--- src/rtl/xbus_if.sv ---
// Signal bundle between the two bus masters, the arbiter and the address decoder.
// The slave modport is the arbiter's view; the master modport is the surrounding environment.
interface xbus_if #(
    parameter int ADDR_W = 32,
    parameter int DATA_W = 32
);
    // Handshake: mX_req is held with its addr/we/wdata until mX_ack, which is a one-cycle pulse
    // carrying rdata/err; a master must not drop or change its request before that pulse.
    logic              m0_req;
    logic [ADDR_W-1:0] m0_addr;
    logic              m0_we;
    logic [DATA_W-1:0] m0_wdata;
    logic              m0_ack;
    logic [DATA_W-1:0] m0_rdata;
    logic              m0_err;

    logic              m1_req;
    logic [ADDR_W-1:0] m1_addr;
    logic              m1_we;
    logic [DATA_W-1:0] m1_wdata;
    logic              m1_ack;
    logic [DATA_W-1:0] m1_rdata;
    logic              m1_err;

    logic              bus_sel;
    logic [ADDR_W-1:0] bus_addr;
    logic              bus_we;
    logic [DATA_W-1:0] bus_wdata;
    logic [DATA_W-1:0] bus_rdata;
    logic              bus_trap;
    logic              grant;

    modport slave (
        input  m0_req, m0_addr, m0_we, m0_wdata,
        output m0_ack, m0_rdata, m0_err,
        input  m1_req, m1_addr, m1_we, m1_wdata,
        output m1_ack, m1_rdata, m1_err,
        output bus_sel, bus_addr, bus_we, bus_wdata, grant,
        input  bus_rdata, bus_trap
    );

    modport master (
        output m0_req, m0_addr, m0_we, m0_wdata,
        input  m0_ack, m0_rdata, m0_err,
        output m1_req, m1_addr, m1_we, m1_wdata,
        input  m1_ack, m1_rdata, m1_err,
        input  bus_sel, bus_addr, bus_we, bus_wdata, grant,
        output bus_rdata, bus_trap
    );
endinterface

--- src/rtl/xbus_arbiter.sv ---
// Two-master arbiter in front of the address decoder: IDLE -> ISSUE (bus driven) -> ACK (pulse to winner).
// Round-robin or fixed-priority selection; decoder read data and trap are registered during ISSUE.
module xbus_arbiter #(
    parameter int ADDR_W    = 32,
    parameter int DATA_W    = 32,
    parameter bit PRIO_MODE = 1'b0
) (
    input  logic       clk,
    input  logic       rst,
    xbus_if.slave      xb,
    output logic [1:0] dbg_state
);

    typedef enum logic [1:0] {
        IDLE  = 2'd0,
        ISSUE = 2'd1,
        ACK   = 2'd2
    } state_t;

    state_t            state, state_nxt;
    logic              grant_q, grant_nxt;
    logic              last_q, last_nxt;
    logic [DATA_W-1:0] rdata_q;
    logic              err_q;
    logic              cand0, cand1;
    logic              win_any, win_id;
    logic [ADDR_W-1:0] addr_mux;
    logic [DATA_W-1:0] wdata_mux;

    // During ACK the just-served request is still high but already completed, so it is masked.
    always_comb begin
        cand0   = xb.m0_req && !((state == ACK) && !grant_q);
        cand1   = xb.m1_req && !((state == ACK) &&  grant_q);
        win_any = 1'b0;
        win_id  = 1'b0;
        if (PRIO_MODE) begin
            // m1 is only eligible while m0 is not requesting at all, so a busy m0 starves it.
            win_any = cand0 || (cand1 && !xb.m0_req);
            win_id  = !cand0;
        end else begin
            win_any = cand0 || cand1;
            win_id  = (cand0 && cand1) ? !last_q : cand1;
        end
    end

    always_comb begin
        state_nxt = state;
        grant_nxt = grant_q;
        last_nxt  = last_q;
        case (state)
            IDLE: begin
                if (win_any) begin
                    grant_nxt = win_id;
                    state_nxt = ISSUE;
                end
            end
            ISSUE: state_nxt = ACK;
            ACK: begin
                last_nxt = grant_q;
                if (win_any) begin
                    grant_nxt = win_id;
                    state_nxt = ISSUE;
                end else begin
                    state_nxt = IDLE;
                end
            end
            default: state_nxt = IDLE;
        endcase
    end

    always_ff @(posedge clk) begin
        if (rst) begin
            state   <= IDLE;
            grant_q <= 1'b0;
            last_q  <= 1'b1;
            rdata_q <= '0;
            err_q   <= 1'b0;
        end else begin
            state   <= state_nxt;
            grant_q <= grant_nxt;
            last_q  <= last_nxt;
            if (state == ISSUE) begin
                rdata_q <= xb.bus_rdata;
                err_q   <= xb.bus_trap;
            end
        end
    end

    // Bus outputs are forced to zero outside ISSUE so a stale write can never reach a slave.
    always_comb begin
        addr_mux     = grant_q ? xb.m1_addr  : xb.m0_addr;
        wdata_mux    = grant_q ? xb.m1_wdata : xb.m0_wdata;
        xb.bus_sel   = 1'b0;
        xb.bus_addr  = '0;
        xb.bus_we    = 1'b0;
        xb.bus_wdata = '0;
        if (state == ISSUE) begin
            xb.bus_sel   = 1'b1;
            xb.bus_addr  = addr_mux;
            xb.bus_we    = grant_q ? xb.m1_we : xb.m0_we;
            xb.bus_wdata = wdata_mux;
        end
        xb.m0_ack   = (state == ACK) && !grant_q;
        xb.m1_ack   = (state == ACK) &&  grant_q;
        xb.m0_rdata = rdata_q;
        xb.m1_rdata = rdata_q;
        xb.m0_err   = err_q;
        xb.m1_err   = err_q;
        xb.grant    = grant_q;
    end

    assign dbg_state = state;

endmodule
--- src/flat_wrapper.sv ---
// flat-port wrapper written by rule: the top's interface ports become plain ports
module xbus_arbiter_flat 
#(
    parameter int ADDR_W    = 32,
    parameter int DATA_W    = 32,
    parameter bit PRIO_MODE = 1'b0
)
  (clk, rst, dbg_state, xb_m0_req, xb_m0_addr, xb_m0_we, xb_m0_wdata, xb_m0_ack, xb_m0_rdata, xb_m0_err, xb_m1_req, xb_m1_addr, xb_m1_we, xb_m1_wdata, xb_m1_ack, xb_m1_rdata, xb_m1_err, xb_bus_sel, xb_bus_addr, xb_bus_we, xb_bus_wdata, xb_grant, xb_bus_rdata, xb_bus_trap);
  xbus_if #(.ADDR_W(ADDR_W), .DATA_W(DATA_W)) xb_i ();
  input  logic clk;
  input  logic rst;
  output logic [1:0] dbg_state;
  input wire logic [$bits(xb_i.m0_req)-1:0] xb_m0_req;
  input wire logic [$bits(xb_i.m0_addr)-1:0] xb_m0_addr;
  input wire logic [$bits(xb_i.m0_we)-1:0] xb_m0_we;
  input wire logic [$bits(xb_i.m0_wdata)-1:0] xb_m0_wdata;
  output wire logic [$bits(xb_i.m0_ack)-1:0] xb_m0_ack;
  output wire logic [$bits(xb_i.m0_rdata)-1:0] xb_m0_rdata;
  output wire logic [$bits(xb_i.m0_err)-1:0] xb_m0_err;
  input wire logic [$bits(xb_i.m1_req)-1:0] xb_m1_req;
  input wire logic [$bits(xb_i.m1_addr)-1:0] xb_m1_addr;
  input wire logic [$bits(xb_i.m1_we)-1:0] xb_m1_we;
  input wire logic [$bits(xb_i.m1_wdata)-1:0] xb_m1_wdata;
  output wire logic [$bits(xb_i.m1_ack)-1:0] xb_m1_ack;
  output wire logic [$bits(xb_i.m1_rdata)-1:0] xb_m1_rdata;
  output wire logic [$bits(xb_i.m1_err)-1:0] xb_m1_err;
  output wire logic [$bits(xb_i.bus_sel)-1:0] xb_bus_sel;
  output wire logic [$bits(xb_i.bus_addr)-1:0] xb_bus_addr;
  output wire logic [$bits(xb_i.bus_we)-1:0] xb_bus_we;
  output wire logic [$bits(xb_i.bus_wdata)-1:0] xb_bus_wdata;
  output wire logic [$bits(xb_i.grant)-1:0] xb_grant;
  input wire logic [$bits(xb_i.bus_rdata)-1:0] xb_bus_rdata;
  input wire logic [$bits(xb_i.bus_trap)-1:0] xb_bus_trap;
  assign xb_i.m0_req = xb_m0_req;
  assign xb_i.m0_addr = xb_m0_addr;
  assign xb_i.m0_we = xb_m0_we;
  assign xb_i.m0_wdata = xb_m0_wdata;
  assign xb_m0_ack = xb_i.m0_ack;
  assign xb_m0_rdata = xb_i.m0_rdata;
  assign xb_m0_err = xb_i.m0_err;
  assign xb_i.m1_req = xb_m1_req;
  assign xb_i.m1_addr = xb_m1_addr;
  assign xb_i.m1_we = xb_m1_we;
  assign xb_i.m1_wdata = xb_m1_wdata;
  assign xb_m1_ack = xb_i.m1_ack;
  assign xb_m1_rdata = xb_i.m1_rdata;
  assign xb_m1_err = xb_i.m1_err;
  assign xb_bus_sel = xb_i.bus_sel;
  assign xb_bus_addr = xb_i.bus_addr;
  assign xb_bus_we = xb_i.bus_we;
  assign xb_bus_wdata = xb_i.bus_wdata;
  assign xb_grant = xb_i.grant;
  assign xb_i.bus_rdata = xb_bus_rdata;
  assign xb_i.bus_trap = xb_bus_trap;
  xbus_arbiter #(.ADDR_W(ADDR_W), .DATA_W(DATA_W), .PRIO_MODE(PRIO_MODE)) u_core (.clk(clk), .rst(rst), .xb(xb_i), .dbg_state(dbg_state));
endmodule
--- config.mk ---
export PLATFORM = sky130hd
export DESIGN_NAME = xbus_arbiter_flat
export DESIGN_NICKNAME = d
export VERILOG_FILES = /design/src/rtl/xbus_if.sv /design/src/rtl/xbus_arbiter.sv /design/src/flat_wrapper.sv
export SDC_FILE = /design/constraint.sdc
export NUM_CORES = 1
export LEC_CHECK = 0
export ABC_CLOCK_PERIOD_IN_PS = 1270
export BUFFER_PORTS_ARGS = -buffer_cell sky130_fd_sc_hd__buf_2
export CAP_MARGIN = 30
export CORE_AREA = 2 2 117 119
export DETAILED_ROUTE_END_ITERATION = 8
export DIE_AREA = 0 0 119 121
export MAX_ROUTING_LAYER = met4
export PLACE_DENSITY = 0.52
export RECOVER_POWER = 100
export SYNTH_ARGS = -nofsm -noshare
export SYNTH_HDL_FRONTEND = slang
export SYNTH_SLANG_ARGS = --single-unit
--- constraint.sdc ---
create_clock -name clk -period 1.27 [get_ports clk]
set_input_delay 0.1905 -clock clk [delete_from_list [all_inputs] [get_ports clk]]
set_output_delay 0.1905 -clock clk [all_outputs]
set_load 0.05 [all_outputs]
==> impl_metrics.toml, run 1 <==
[run_status]
run_status = "complete, but fails checks"
violations = "negative setup slack"

[power_and_ir_drop]
switchingPower_w = 0.00256
power.density_nw_per_um2 = 955
p_int_w = 0.00332
p_seq_share_pct = 22.2
clkPwrFrac_pct = 22.5
power_frac_comb_pct = 55.3
leakagePower_nw = 2.81
ir_drop_mv = 0.563
p_sw_share_pct = 43.6

[sta]
slew_headroom_pct = 33.2
setup_viol = 104
period_share_pct = 132
hold_viol_final = 0
fin_crit_ns = 1.67
tns_ns = -29.57
slew_viol_final = 0
finalWorstSetupSlack_ns = -0.404
fin_skew_ns = 0.00472
rsz0062_at_grt = "true"
worstMarginPinSlew_ns = 1.00
fmax_mhz = 597

[die]
dieArea_um2 = 14400
dieHeight_um = 121
core-area_um2 = 13100
initial_core_util_pct = 19.7
die_width_um = 119
core.rowCount = 42
ios = 304

[logic_synthesis]
netlist-cell-type-count = 18
ys_ff_latch = 37
synth_nets = 511
avgSynthCellArea_um2 = 7.49
synth_ff_type = "dfxtp_1"
ys_seq_area_share_pct = 28.8
yosysWarnings = 0
synthArstFlopShare_pct = 0
syn_area_um2 = 2570
synth_edf_count = 0
syn_inst = 344

[drt]
vias = 3509
drt_iter0_markers = 90
post_drt_wl_per_cell_um = 15.0
dr.pass1.iters = 6
antenna_left = 0
drc_errors = 0
drt_wl_total_um = 12200
vias_per_cell = 4.33

[worst_setup_path]
end_kind = "output pin"
r2r_cells = 8
cp-startpoint = "u_core.xb.grant"
required_ns = 1.08
crit_path_start_kind = "register"
path_max_fanout = 27
cp_data_arrival_time_ns = 1.48
crit_end = "xb_bus_wdata[28]"
crit_type = "register to output pin"
r2r_end = "u_core.xb.m0_rdata[29]"
reg2reg_slack_ns = -0.24
reg2reg_from = "u_core.dbg_state[1]"

[layout]
fin_util_pct = 47.1
finalNetCount = 801
drive_above_1_share_pct = 83.6
fillers = 1213
antenna_cells = 0
multiInputGateArea_um2 = 2610
syn2layout_area_growth_pct = 139
seqCellArea_um2 = 752

[clocking]
cts_buffers = 5
cts_sinks = 37
max-clock-path-buffers = 2
cts_root_buf = "clkbuf_16"
cts.htree.levels = 2
clk_latency_ns = 0.27
cts_tree = "done"
clkTransAtPathRegs_ns = 0.06

[grt]
grt_remaining_overflow = 0
grt_pass1_wl_um = 16500
grt_pass1_vias = 3205
antenna_found_initial = 0
grt.total_usage_pct = 14.7
grt_start_max_net_pins = 38

[placed_design]
gp_congestion = 0.804
io_buffers = 303
dp_hpwl_um = 8550

[worst_hold_path]
hold_path_class = "input pin to register"

[flow_run]
maxCapViolCount = 0
==> metal layers <==
layer | up-vias | global-route usage (%) | routed length, µm | part of all wire [%]
met2 | 160 | 26.5 | 6630 | 55
li1 | 1685 | - | - | -
met4 | 0 | 1.93 | 85 | 0.70
met1 | 1656 | 17.2 | 4730 | 39
met3 | 8 | 3.05 | 719 | 5.9
met5 | - | - | 0 | 0
==> critical path, stage by stage (launching register included) <==
cell and delay [ns]:
dfxtp_4 0.39, buf_12 0.22, mux2i_2 0.31, nor2_4 0.06, buf_2 0.21
==> worst min path at each step <==
stage                      from                      to  depth (start not counted)
5_1_grt         xb_bus_rdata[3]   u_core.xb.m0_rdata[3]                          3
3_3_place_gp   xb_bus_rdata[30]  u_core.xb.m0_rdata[30]                          3
4_1_cts         xb_bus_rdata[8]   u_core.xb.m0_rdata[8]                          3
6_report       xb_bus_rdata[30]  u_core.xb.m0_rdata[30]                          3
3_5_place_dp    xb_bus_rdata[8]   u_core.xb.m0_rdata[8]                          3
2_1_floorplan       xb_bus_trap        u_core.xb.m0_err                          2
==> final cells by class <==
cell class	instances	area share (%)
multi-input cells	246	42.3
clock buffers	7	2.48
well taps	176	3.58
inverters	3	0.427
clock inverters	1	0.142
flip-flops and latches	37	12.2
repair buffers	341	38.8
==> per-stage QoR <==
| step | power [W] | cells | setup WS [ns] | area (µm²) | hold WS, ns |
|---|---|---|---|---|---|
| after detailed placement | 0.00379 | 779 | -0.127 | 4600 | 0.437 |
| final | 0.00588 | 811 | -0.404 | 6160 | 0.148 |
| after global placement | 0.00377 | 779 | -0.0930 | 4600 | 0.431 |
| after floorplan | 0.00325 | 344 | -0.145 | 3140 | 0.326 |
| after global routing | 0.00615 | 811 | -0.455 | 6160 | 0.156 |
| after CTS | 0.00547 | 795 | -0.408 | 5280 | 0.142 |
==> kinds of logic after synthesis <==
family / synth area share (%)
and+or+nand+nor: 20.9
muxes: 25.7
buffers and inverters: 16.8
AOI/OAI and AO/OA: 7.82
DFF: 28.8
==> power groups by stage <==
| stage | Sequential [W] | Combinational (W) | Clock [W] |
|---|---|---|---|
| after floorplan | 0.00156 | 0.00169 | 0 |
| after global placement | 0.00131 | 0.00245 | 0 |
| after detailed placement | 0.00132 | 0.00247 | 0 |
| after CTS | 0.00129 | 0.00280 | 0.00137 |
| after global routing | 0.00132 | 0.00340 | 0.00144 |
| final | 0.00131 | 0.00325 | 0.00133 |
==> synth_stat cells (all sizes together), types with 2 or more instances <==
master,count,area [µm²]
nor2,70,263
nand2,67,251
mux2i,66,661
buf,55,404
dfxtp,37,741
a21oi,33,165
clkbuf,4,15.0
inv,3,13.8
nand2b,2,12.5
o21ai,2,10.0
==> what timing repair did <==
| action | 4_1_cts | 5_1_grt |
|---|---|---|
| hold buffers | 0 | 0 |
| cloned | 5 | 7 |
| endpoints found under the setup margin | 102 | 105 |
| gates resized for setup | 99 | 173 |
| pin swaps | 3 | 26 |
| buffers inserted | 3 | 11 |
==> cells in the final DEF, fill, tap and decap left out, types with 8 or more instances in the layout <==
master / count
a21oi_1: 9
a21oi_2: 24
buf_12: 11
buf_2: 196
buf_4: 22
buf_6: 23
buf_8: 8
clkbuf_16: 11
clkbuf_2: 67
dfxtp_1: 34
mux2i_1: 23
mux2i_2: 22
mux2i_4: 21
nand2_1: 30
nand2_2: 11
nand2_4: 26
nor2_4: 67
==> sequential cells by signal (all words and copies together) (netlist names) <==
| signal | cells |
|---|---|
| u_core.xb.m0_rdata | 32 |
| u_core.xb.m0_err | 1 |
| u_core.last_q | 1 |
| u_core.xb.grant | 1 |
| u_core.dbg_state | 2 |
Power figures use the tool's default switching activity.
==> inputs of run 2 (changes only) <==
Settings changed: BUFFER_PORTS_ARGS -buffer_cell sky130_fd_sc_hd__buf_2 to not set, CORE_AREA 2 2 117 119 to 2 2 118 120, DIE_AREA 0 0 119 121 to 0 0 120 122, DONT_BUFFER_PORTS set to 1, PLACE_DENSITY 0.52 to 0.32.
==> impl_metrics.toml, run 2 (synthesis gave the netlist of run 1 again) <==
[layout]
largest_reg_flops = 32
final_common_cell = "buf_12"
antenna_cells = 0
fin_util_pct = 43.7
fillers = 1232
mostFrequentLayoutCells = "buf_12, nor2_4, nand2_1, mux2i_4"
finalNetCount = 608
drive_above_1_share_pct = 63.1
syn2layout_area_growth_pct = 129

[worst_setup_path]
cp_data_arrival_time_ns = 1.57
cp.depth = 6
crit_path_cell_trace = "buf_6 -> clkbuf_16 -> mux2i_1 -> buf_4 -> nor2_4 -> buf_12"
end_kind = "output pin"
path_max_fanout = 6
r2r_cells = 5
crit_path_start_kind = "register"
cp_num_buf_inv = 4
path_delay_family = "buffers and inverters"
critPathMaxStageDelay_ns = 0.38
worst_path_max_delay_cell = "dfxtp_4"
required_ns = 1.08
crit_type = "register to output pin"

[grt]
grt_remaining_overflow = 0
grt_start_max_net_pins = 37
grt.total_usage_pct = 12.9
antenna_found_initial = 0
grt_pass1_vias = 2555
grt_pass1_wl_um = 14300

[die]
die_width_um = 120
ios = 304
initial_core_util_pct = 19.1
dieHeight_um = 122
core.rowCount = 43
core-area_um2 = 13500
dieArea_um2 = 14600

[placed_design]
io_buffers = 0
gp_congestion = 0.725
dp_hpwl_um = 7660
pre_cts_ws_ns = -0.140

[power_and_ir_drop]
leakagePower_nw = 2.00
power_frac_comb_pct = 55.5
p_int_w = 0.00346
p_sw_share_pct = 40.9
switchingPower_w = 0.00240
clkPwrFrac_pct = 22.6
p_seq_share_pct = 21.9
ir_drop_mv = 0.567
power.density_nw_per_um2 = 991

[drt]
post_drt_wl_per_cell_um = 17.5
antenna_left = 0
drt_iter0_markers = 62
drt_wl_total_um = 10900
vias_per_cell = 4.37
vias = 2720
dr.pass1.iters = 4
drc_errors = 0

[sta]
fmax_mhz = 569
whs_ns = 0.0110
worstMarginPinSlew_ns = 0.353
fin_skew_ns = 0.00570
setup_viol = 70
tns_ns = -24.84
hold_viol_final = 0
fin_crit_ns = 1.76
slew_viol_final = 0
period_share_pct = 138
rsz0062_at_grt = "true"
finalWorstSetupSlack_ns = -0.486
slew_headroom_pct = 76.5

[run_status]
violations = "negative setup slack"
run_status = "complete, but fails checks"

[clocking]
clkTransAtPathRegs_ns = 0.05
cts.htree.levels = 2
cts_sinks = 37
clk_latency_ns = 0.28
cts_root_buf = "clkbuf_16"
cts_tree = "done"
cts_buffers = 5
max-clock-path-buffers = 2

[worst_hold_path]
hold_path_class = "input pin to register"
hold_path_depth = 1

[flow_run]
maxCapViolCount = 0
## run 2: cell count changes in the layout (fill, tap and decap cells not counted), moves of 20 or more
cell	before	now
clkbuf_2	67	5
a21oi_2	24	1
buf_2	196	0
a21oi_1	9	32
nand2_4	26	0
buf_12	11	80
clkbuf_4	3	34
mux2i_2	22	2
mux2i_4	21	43
nand2_1	30	66
## run 2: per-stage QoR
stage | std cells | area [µm²] | total power (W)
2_1_floorplan | 344 | 3140 | 0.00325
3_3_place_gp | 596 | 4820 | 0.00409
3_5_place_dp | 596 | 4820 | 0.00410
4_1_cts | 611 | 5330 | 0.00567
5_1_grt | 622 | 5900 | 0.00611
6_report | 622 | 5900 | 0.00585
## run 2: timing repair
item / CTS / global route
endpoints found under the setup margin: 69 / 74
resized for setup: 49 / 76
endpoints found under the hold margin: 36 / 0
gates cloned: 2 / 7
hold buffers: 1 / 0
setup buffers: 4 / 8
pin swaps: 0 / 17
## run 2: layout make-up
class / instances / area (µm²) / share of cell area, %
clock buffers: 7 / 153 / 2.59
clock inverters: 1 / 8.76 / 0.148
inverters: 3 / 27.5 / 0.466
multi-input cells: 246 / 2490 / 42.2
flip-flops and latches: 37 / 752 / 12.7
well taps: 180 / 225 / 3.81
repair buffers: 148 / 2250 / 38.1
## run 2: final timing paths
kind	from	endpoint	slack (ns)
hold / removal	rst	u_core.last_q	0.01
setup / recovery	u_core.xb.grant	xb_bus_addr[8]	-0.49
hold reg to reg	u_core.xb.m0_rdata[21]	u_core.xb.m0_rdata[21]	0.45
setup reg to reg	u_core.xb.grant	u_core.dbg_state[0]	-0.06
## run 2: power by group through the flow
stage	sequential (W)	combinational (W)	clock, W
6_report	0.00128	0.00325	0.00132
5_1_grt	0.00129	0.00339	0.00143
4_1_cts	0.00129	0.00300	0.00138
3_5_place_dp	0.00131	0.00280	0
3_3_place_gp	0.00130	0.00279	0
2_1_floorplan	0.00156	0.00169	0
## run 2: worst register-to-register path, delay by kind of cell (launching register included)
| family | cells | cell delay [ns] |
|---|---|---|
| compound gates | 1 | 0.33 |
| flops | 1 | 0.36 |
| mux | 1 | 0.11 |
| buf+inv | 3 | 0.41 |
## run 2: layer usage
metal / vias up / part of all wire [%] / track usage [%]
met4: 0 / 0.87 / 2.57
met1: 1262 / 35 / 14.4
met5: - / 0 / -
met3: 10 / 7.6 / 2.72
li1: 1298 / - / -
met2: 150 / 57 / 23.7
==> inputs of run 3 (changes only) <==
Settings changed: ABC_CLOCK_PERIOD_IN_PS 1270 to 1710, CORE_AREA 2 2 118 120 to 2 2 119 121, DIE_AREA 0 0 120 122 to 0 0 121 123.
Clock period 1.27 ns to 1.71 ns, I/O delays scaled along.
==> impl_metrics.toml, run 3 (synthesis gave the netlist of run 1 again) <==
[run_status]
run_status = "complete, but fails checks"
violations = "negative setup slack"

[power_and_ir_drop]
power_frac_comb_pct = 50.2
ir_drop_mv = 0.304
power_w = 0.00372
p_seq_share_pct = 25.4
p_sw_share_pct = 43.3
p_int_w = 0.00211
leakagePower_nw = 1.49
clkPwrFrac_pct = 24.4
switchingPower_w = 0.00161
power.density_nw_per_um2 = 849

[grt]
antenna_found_initial = 0
grt.total_usage_pct = 11.8
grt_pass1_vias = 2328
grt_pass1_wl_um = 13100
grt_remaining_overflow = 0
grt_start_max_net_pins = 40

[die]
core-area_um2 = 13600
dieArea_um2 = 14900
core.rowCount = 43
initial_core_util_pct = 18.9
ios = 304
die_width_um = 121
dieHeight_um = 123

[sta]
worstMarginPinSlew_ns = 0.618
hold_viol_final = 0
fmax_mhz = 581
slew_headroom_pct = 58.8
fin_skew_ns = 0.00203
period_share_pct = 101
slew_viol_final = 0
finalWorstSetupSlack_ns = -0.0121
setup_viol = 8
rsz0062_at_grt = "true"
fin_crit_ns = 1.72
tns_ns = -0.0476

[layout]
drive_above_1_share_pct = 52.5
final_common_cell = "nand2_1"
fillers = 1421
largest_reg_flops = 32
mostFrequentLayoutCells = "nand2_1, nor2_4, buf_12, dfxtp_1"
syn2layout_area_growth_pct = 70.4
fin_util_pct = 32.2
stdcell_count = 557
antenna_cells = 0
finalNetCount = 544

[worst_setup_path]
r2r_end = "u_core.xb.m0_rdata[30]"
reg2reg_slack_ns = 0.32
path_max_fanout = 11
crit_path_cell_trace = "buf_16 -> mux2i_2 -> nor2_4 -> buf_12"
required_ns = 1.45
end_kind = "output pin"
worst_path_max_delay_cell = "dfxtp_4"
crit_path_start_kind = "register"
cp-startpoint = "u_core.xb.grant"
cp_data_arrival_time_ns = 1.47
crit_type = "register to output pin"
reg2reg_from = "u_core.dbg_state[1]"
critPathMaxStageDelay_ns = 0.45
r2r_cells = 5

[placed_design]
dp.cells = 547
pre_cts_ws_ns = 0.206
gp_congestion = 0.668
dp_hpwl_um = 7570
io_buffers = 0

[drt]
vias_per_cell = 4.31
antenna_left = 0
vias = 2399
post_drt_wl_per_cell_um = 17.6
drt_wl_total_um = 9810
dr.pass1.iters = 4
drc_errors = 0
drt_iter0_markers = 56

[worst_hold_path]
holdPathEnd = "u_core.xb.m0_rdata[1]"
hold_path_class = "input pin to register"
hold_start = "rst"
hold_path_depth = 1

[flow_run]
maxCapViolCount = 0

[clocking]
max-clock-path-buffers = 2
cts_tree = "done"
cts_root_buf = "clkbuf_16"
clk_latency_ns = 0.27
cts_sinks = 37
cts_buffers = 5
cts.htree.levels = 2
ctsHoldBuffers = 0
clkTransAtPathRegs_ns = 0.05
## run 3: through the flow
step | cell area [µm²] | hold WS, ns
final | 4390 | 0.0428
after floorplan | 3040 | 0.392
after global routing | 4390 | 0.0358
after global placement | 4040 | 0.327
after CTS | 4250 | 0.0303
after detailed placement | 4040 | 0.328
## run 3: worst max-delay path by stage
stage | to | slack (ns)
floorplan | xb_bus_wdata[22] | 0.06
global placement | xb_bus_wdata[13] | 0.25
detailed placement | xb_bus_addr[27] | 0.21
CTS | xb_bus_wdata[12] | -0.06
global route | xb_bus_wdata[27] | -0.07
finish | xb_bus_addr[27] | -0.01
## run 3: worst max-delay path: cells and delay by family, from the launching register on
| kind | cells | cell delay [ns] |
|---|---|---|
| buffers and inverters | 2 | 0.37 |
| muxes | 1 | 0.30 |
| and+or+nand+nor | 1 | 0.06 |
| DFF | 1 | 0.45 |
## run 3: power groups by stage
stage / Sequential (W) / Combinational (W) / Clock (W)
floorplan: 0.00116 / 0.00122 / 0
finish: 0.000944 / 0.00187 / 0.000909
global route: 0.000950 / 0.00195 / 0.000981
detailed placement: 0.000958 / 0.00181 / 0
global placement: 0.000957 / 0.00180 / 0
CTS: 0.000940 / 0.00184 / 0.000956
## run 3: layer usage
layer	wire [µm]	global-route usage, %
met1	3450	12.8
met2	5260	21.5
met3	1020	3.78
met4	61	2.03
met5	0	-
## run 3: timing repair
item / 4_1_cts / 5_1_grt
endpoints found under the setup margin: 26 / 51
buffers inserted: 0 / 0
cloned: 0 / 3
pin swaps: 0 / 1
gates resized for setup: 16 / 28
## run 3: layout make-up
cell class / count / area, µm² / share of cell area (%)
Tap cell: 180 / 225 / 5.13
Multi-Input combinational cell: 245 / 2070 / 47.2
Inverter: 3 / 13.8 / 0.314
Timing Repair Buffer: 85 / 1190 / 27.0
Clock buffer: 6 / 139 / 3.17
Sequential cell: 37 / 747 / 17.0
Clock inverter: 1 / 6.26 / 0.143
